--- config.mk ---
export PLATFORM = sky130hd
export DESIGN_NAME = seg_scan_driver
export DESIGN_NICKNAME = d
export VERILOG_FILES = /design/src/rtl/seg_scan_driver.sv
export SDC_FILE = /design/constraint.sdc
export NUM_CORES = 1
export LEC_CHECK = 0
export ABC_CLOCK_PERIOD_IN_PS = 6700
export CAP_MARGIN = 20
export CORE_MARGIN = 1
export CORE_UTILIZATION = 30
export CTS_CLUSTER_SIZE = 14
export DETAILED_ROUTE_END_ITERATION = 6
export SLEW_MARGIN = 20
export SYNTH_ARGS = -nofsm -noshare
export SYNTH_HDL_FRONTEND = slang
export SYNTH_SLANG_ARGS = --single-unit
export TNS_END_PERCENT = 20
--- constraint.sdc ---
create_clock -name Clk -period 6.7 [get_ports Clk]
set_input_delay 1.34 -clock Clk [delete_from_list [all_inputs] [get_ports Clk]]
set_output_delay 1.34 -clock Clk [all_outputs]
set_load 0.01 [all_outputs]
--- src/rtl/seg_scan_driver.sv ---
// Multiplexed N-digit seven-segment scan driver.
// Prescaled digit scan, hex decode, blanking, frame-aligned display update.
module seg_scan_driver #(
  parameter int NUM_DIGITS  = 8,
  parameter int REFRESH_DIV = 100000,
  parameter int ACTIVE_LOW  = 1
) (
  input  logic                    Clk,
  input  logic                    Reset_n,
  input  logic [4*NUM_DIGITS-1:0] Value,
  input  logic [NUM_DIGITS-1:0]   DpIn,
  input  logic [NUM_DIGITS-1:0]   DigitEn,
  input  logic                    Load,
  input  logic                    LzBlank,
  output logic [6:0]              out7,
  output logic                    dp_out,
  output logic [NUM_DIGITS-1:0]   en_out,
  output logic                    frame_done
);

  localparam int IW = $clog2(NUM_DIGITS);
  localparam int PW = $clog2(REFRESH_DIV);
  localparam int VW = 4 * NUM_DIGITS;
  localparam bit AL = (ACTIVE_LOW != 0);

  logic [PW-1:0]         presc_q, presc_d;
  logic [IW-1:0]         idx_q, idx_d;
  logic [VW-1:0]         sh_val_q, sh_val_d;
  logic [NUM_DIGITS-1:0] sh_dp_q, sh_dp_d;
  logic                  pend_q, pend_d;
  logic [VW-1:0]         dv_q, dv_d;
  logic [NUM_DIGITS-1:0] ddp_q, ddp_d;
  logic [6:0]            seg_q, seg_d;
  logic                  dp_q, dp_d;
  logic [NUM_DIGITS-1:0] en_q, en_d;
  logic                  fd_q, fd_d;

  logic                  tick;
  logic                  bnd;
  logic [NUM_DIGITS-1:0] lzb;
  logic [3:0]            nib;
  logic                  lit;

  function automatic logic [6:0] dec7(input logic [3:0] h);
    logic [6:0] s;
    case (h)
      4'h0: s = 7'b1111110;
      4'h1: s = 7'b0110000;
      4'h2: s = 7'b1101101;
      4'h3: s = 7'b1111001;
      4'h4: s = 7'b0110011;
      4'h5: s = 7'b1011011;
      4'h6: s = 7'b1011111;
      4'h7: s = 7'b1110000;
      4'h8: s = 7'b1111111;
      4'h9: s = 7'b1111011;
      4'hA: s = 7'b1110111;
      4'hB: s = 7'b0011111;
      4'hC: s = 7'b1001110;
      4'hD: s = 7'b0111101;
      4'hE: s = 7'b1001111;
      default: s = 7'b1000111;
    endcase
    return s;
  endfunction

  // Scan timing, shadow capture and frame-aligned display update
  always_comb begin
    tick     = (presc_q == PW'(REFRESH_DIV - 1));
    bnd      = tick && (idx_q == IW'(NUM_DIGITS - 1));
    presc_d  = tick ? '0 : presc_q + 1'b1;
    idx_d    = idx_q;
    if (tick) idx_d = bnd ? '0 : idx_q + 1'b1;
    fd_d     = bnd;
    sh_val_d = sh_val_q;
    sh_dp_d  = sh_dp_q;
    pend_d   = pend_q;
    dv_d     = dv_q;
    ddp_d    = ddp_q;
    if (Load) begin
      sh_val_d = Value;
      sh_dp_d  = DpIn;
      pend_d   = 1'b1;
    end
    if (bnd) begin
      if (Load) begin
        dv_d   = Value;
        ddp_d  = DpIn;
        pend_d = 1'b0;
      end else if (pend_q) begin
        dv_d   = sh_val_q;
        ddp_d  = sh_dp_q;
        pend_d = 1'b0;
      end
    end
  end

  // Leading-zero mask: walk down from the top digit while all zero, no DP
  always_comb begin
    logic za;
    za  = LzBlank;
    lzb = '0;
    for (int k = NUM_DIGITS - 1; k >= 0; k--) begin
      za     = za && (dv_q[4*k +: 4] == 4'h0) && !ddp_q[k];
      lzb[k] = (k != 0) && za;
    end
  end

  // Pin values for the current slot, polarity applied before registering
  always_comb begin
    nib  = dv_q[{idx_q, 2'b00} +: 4];
    lit  = DigitEn[idx_q] && !lzb[idx_q];
    seg_d = lit ? dec7(nib) : 7'b0;
    dp_d  = lit && ddp_q[idx_q];
    en_d  = '0;
    if (lit) en_d[idx_q] = 1'b1;
    seg_d = seg_d ^ {7{AL}};
    dp_d  = dp_d ^ AL;
    en_d  = en_d ^ {NUM_DIGITS{AL}};
  end

  // State and output registers
  always_ff @(posedge Clk or negedge Reset_n) begin
    if (!Reset_n) begin
      presc_q  <= '0;
      idx_q    <= '0;
      sh_val_q <= '0;
      sh_dp_q  <= '0;
      pend_q   <= 1'b0;
      dv_q     <= '0;
      ddp_q    <= '0;
      seg_q    <= {7{AL}};
      dp_q     <= AL;
      en_q     <= {NUM_DIGITS{AL}};
      fd_q     <= 1'b0;
    end else begin
      presc_q  <= presc_d;
      idx_q    <= idx_d;
      sh_val_q <= sh_val_d;
      sh_dp_q  <= sh_dp_d;
      pend_q   <= pend_d;
      dv_q     <= dv_d;
      ddp_q    <= ddp_d;
      seg_q    <= seg_d;
      dp_q     <= dp_d;
      en_q     <= en_d;
      fd_q     <= fd_d;
    end
  end

  assign out7       = seg_q;
  assign dp_out     = dp_q;
  assign en_out     = en_q;
  assign frame_done = fd_q;

endmodule

==> flow_results.org <==
** Setup path
- Cell breakdown of the critical path :: mux4_1 > mux2i_2 > mux2_2 > nand2_1 > o211ai_1
- On the worst path, the slowest cell contributes a delay of 0.90 ns.
- Counting cells, the worst reg-to-reg path comes to 5.
- Crit path capture type :: flop
- The worst register-to-register path begins at idx_q[1].
- Setup slack of the most critical reg-to-reg path :: 3.70 ns
- For the worst setup path, the data required time is 6.99 ns.
- Arrival time worst endpoint :: 3.29 ns
- Category of the most critical setup path :: flop to flop
- The worst register-to-register path ends at out7[3].
- Kind of launch point of the worst setup path :: flop
- CP max stage cell :: sky130_fd_sc_hd__dfrtp_1
- In this run the worst path has a maximum fanout of 23.

** Timing
- RSZ-0062 raised after global routing :: false
- Final Hold Viols :: 0
- Slew @ Worst Pin :: 0.9374 ns
- In the finished design, the share of the clock period the worst path needs comes to 0.4475.
- Clock period minus worst slack :: 2.998 ns
- Setup clock skew after layout :: 0.01044 ns
- Based on the critical path, the design can be clocked at up to 333.5 MHz.
- Adding up every negative setup slack in the final design gives 0 ns.
- Slew headroom :: 0.3751
- Setup violations, final :: 0
- Worst Hold Margin :: 0.4752 ns
- Max-slew violation total from the final report :: 0

** Layout
- Commonest non-fill, non-tap cell in the layout :: sky130_fd_sc_hd__dfrtp_1
- The top cell types in the final layout, fill and taps aside, are sky130_fd_sc_hd__dfrtp_1, sky130_fd_sc_hd__mux2_2, sky130_fd_sc_hd__clkdlybuf4s50_1, sky130_fd_sc_hd__nor2_1, sky130_fd_sc_hd__clkbuf_16.
- Summing all non-filler instances in the final layout gives an area of 0.006710 sq mm.
- The number of antenna diodes in the final layout is 0.
- Sequential cell area in the final layout :: 0.002973 sq mm
- For this run, the share of the core covered by cells in the final layout is 0.3893.
- Multi-input logic area :: 0.002167 sq mm
- # fillers :: 1603
- In the final layout, the share of cells above drive strength 1 is 0.2981.
- P&R area growth vs syn :: 26.84%
- Net count, final :: 523

** Hold path
- Destination of the worst hold path :: pend_q
- Hold Path Origin :: pend_q
- Hold crit path type :: flop to flop
- Worst hold path depth :: 2

** Logic synthesis
- By area, the combinational part of the netlist is dominated by multiplexers.
- Share of cell area taken by muxes after synthesis :: 0.2360
- Number of unique standard cell types used by synthesis :: 50
- Cells taking the most area after synthesis :: sky130_fd_sc_hd__dfrtp_1, sky130_fd_sc_hd__mux2_2, sky130_fd_sc_hd__dfstp_2
- Yosys printed 0 warnings.
- Synthesis produced a netlist whose cell count is 394.
- The post-synthesis compound-gate area fraction came to 0.03264.
- Number of nets in the synthesized netlist :: 455
- Commonest register cell after synthesis :: sky130_fd_sc_hd__dfrtp_1
- Most area-hungry cell type in the Yosys netlist :: sky130_fd_sc_hd__dfrtp_1
- Area share of the largest cell type after synthesis :: 0.4825
- Async S/R FF share, synth :: 1.000
- Of the total synthesized cell area, the portion taken by full adders, half adders and majority gates is 0.02129.
- Dividing the synthesized area by the synthesized cell count gives 13.43 sq um.
- Sequential fraction of the synthesis area :: 0.5620
- After synthesis the cells add up to 0.005290 sq mm.
- Synthesized-area fraction occupied by xor and xnor cells :: 0.02649
- Simple-gate share of the synthesized area :: 0.09319
- After synthesis the netlist holds a flip-flop and latch count of 118.
- The synthesized design contains 0 enable-type register cells.

** Floorplan
- The floorplan step defined a core boundary enclosing 0.01724 sq mm.
- The floorplan step defined a die boundary enclosing 0.01817 sq mm.
- The floorplan has 48 rows.
- The initial utilization of the core area, before any placement, comes to 0.3069.
- Width of the die :: 134.8 microns
- The die is 134.8 microns tall.
- Number of I/O pins :: 69

** Drt
- Drt first-iter violations :: 232
- The first TritonRoute pass finished after 4 iterations.
- Post-detailed-routing wire length :: 11390 microns
- For this run, design rule violations remaining after detail routing come to 0.
- In the final routed layout, each cell accounts on average for 16.32 microns.
- After detailed routing, the number of vias per cell comes to 4.692.
- Remaining antenna violation count after routing :: 0
- Across all layers, the routed design uses 3275 vias.

** Power and ir drop
- VDD IR-drop max :: 0.1635 mV
- Total power of the final layout :: 1.724 mW
- Power spread over the standard cell area amounts to 256.9 mW/mm^2.
- Leakage power figure :: 2.912 nW

** CTS
- Clock-pin slew was measured on the worst setup and hold paths at 0.05 ns.
- # resized after CTS :: 0
- For this design, the CTS-stage hold fixing added 0 buffers.
- Later-pin clock latency in the skew report :: 0.42 ns
- Number of post-CTS setup repair buffers :: 0
- Counting every sink on the clock net gives 118.
- CTS tree :: done
- Inserted Clock Buffers :: 17
- In this run the number of H-tree levels came out at 4.
- Clock tree buffer depth :: 2
- Root buf cell :: sky130_fd_sc_hd__clkbuf_16

** GRT
- Summed over all layers, the global routing overflow is 0.
- Global-route wire length before repair :: 18980 microns
- The number of global-route vias before repair came to 3556.
- For this run, the total global-route usage over all layers was measured as 0.1383.
- Number of antenna violations at the first check in global routing :: 0
- Entering global routing, the biggest net connects 73 pins.

** Placement
- Port Buffers :: 68
- The congestion estimate from routability-driven global placement came to 0.7842.
- The wire-length estimate of the detail-placed layout is 7836 microns.
- In this run the cell area measured after placement is 0.006136 sq mm.

** Job
- The tool flagged a number of max-cap violations equal to 0.

** Status
- Result of the run :: completed
[cells in the mapped netlist (all sizes together), types with 7 or more instances]
cell type,count
nand3,15
buf,15
mux2i,10
xor2,8
dfstp,16
xnor2,8
nor3,8
mux2,88
dfrtp,102
ha,9
nand2,16
inv,7
nor2,30
[metal layers]
layer | wire (microns) | part of all wire | GRT usage | up-vias
met4 | 249 | 0.022 | 0.06617 | 0
li1 | - | - | - | 1551
met5 | 0 | 0 | 0 | -
met3 | 510 | 0.045 | 0.03866 | 18
met1 | 5316 | 0.47 | 0.1812 | 1637
met2 | 5316 | 0.47 | 0.2108 | 69
[worst max-delay path, delay by kind of cell, from the launching register on]
family	cells	cell delay [ns]
multiplexers	3	1.80
flip-flops	1	0.90
AND/OR/NAND/NOR	1	0.07
AO/OA/AOI/OAI	1	0.10
[metrics by stage]
stage | setup WS [ns] | cells
4_1_cts | 3.694 | 698
2_1_floorplan | 4.084 | 394
6_report | 3.702 | 698
3_5_place_dp | 3.253 | 668
5_1_grt | 3.497 | 698
3_3_place_gp | 3.359 | 668
[worst max-delay path by stage]
stage	from	to	slack (ns)
floorplan	Load	ddp_q[5]	4.08
global placement	Load	dv_q[26]	3.36
detailed placement	Load	dv_q[25]	3.25
CTS	idx_q[1]	out7[3]	3.69
global route	idx_q[1]	out7[3]	3.50
finish	idx_q[1]	out7[3]	3.70
[cells by family after synthesis]
logic type                 Yosys count
buffers and inverters               28
adders and majority gates            9
AOI/OAI and AO/OA                   23
muxes                              104
DFF                                118
and+or+nand+nor                     96
xor gates and xnor gates            16
[registers in the layout (all words and copies together) (netlist names), 3 cells and up]
signal    cells
en_out        8
dv_q         32
ddp_q         8
presc_q      17
sh_dp_q       8
idx_q         3
sh_val_q     32
out7          7
[area by class of cell]
class                   count  share of cell area
well taps                 225             0.04195
clock buffers              22             0.07067
multi-input cells         248              0.3230
inverters                   7            0.003916
flip-flops and latches    118              0.4430
clock inverters             8             0.01492
repair buffers             70              0.1026
[where the power goes]
group          switching [mW]  internal, mW  total [mW]
sequential            0.00660         0.741       0.748
clock                   0.310         0.570       0.880
combinational          0.0428        0.0535      0.0962
Power figures use the tool's default switching activity.
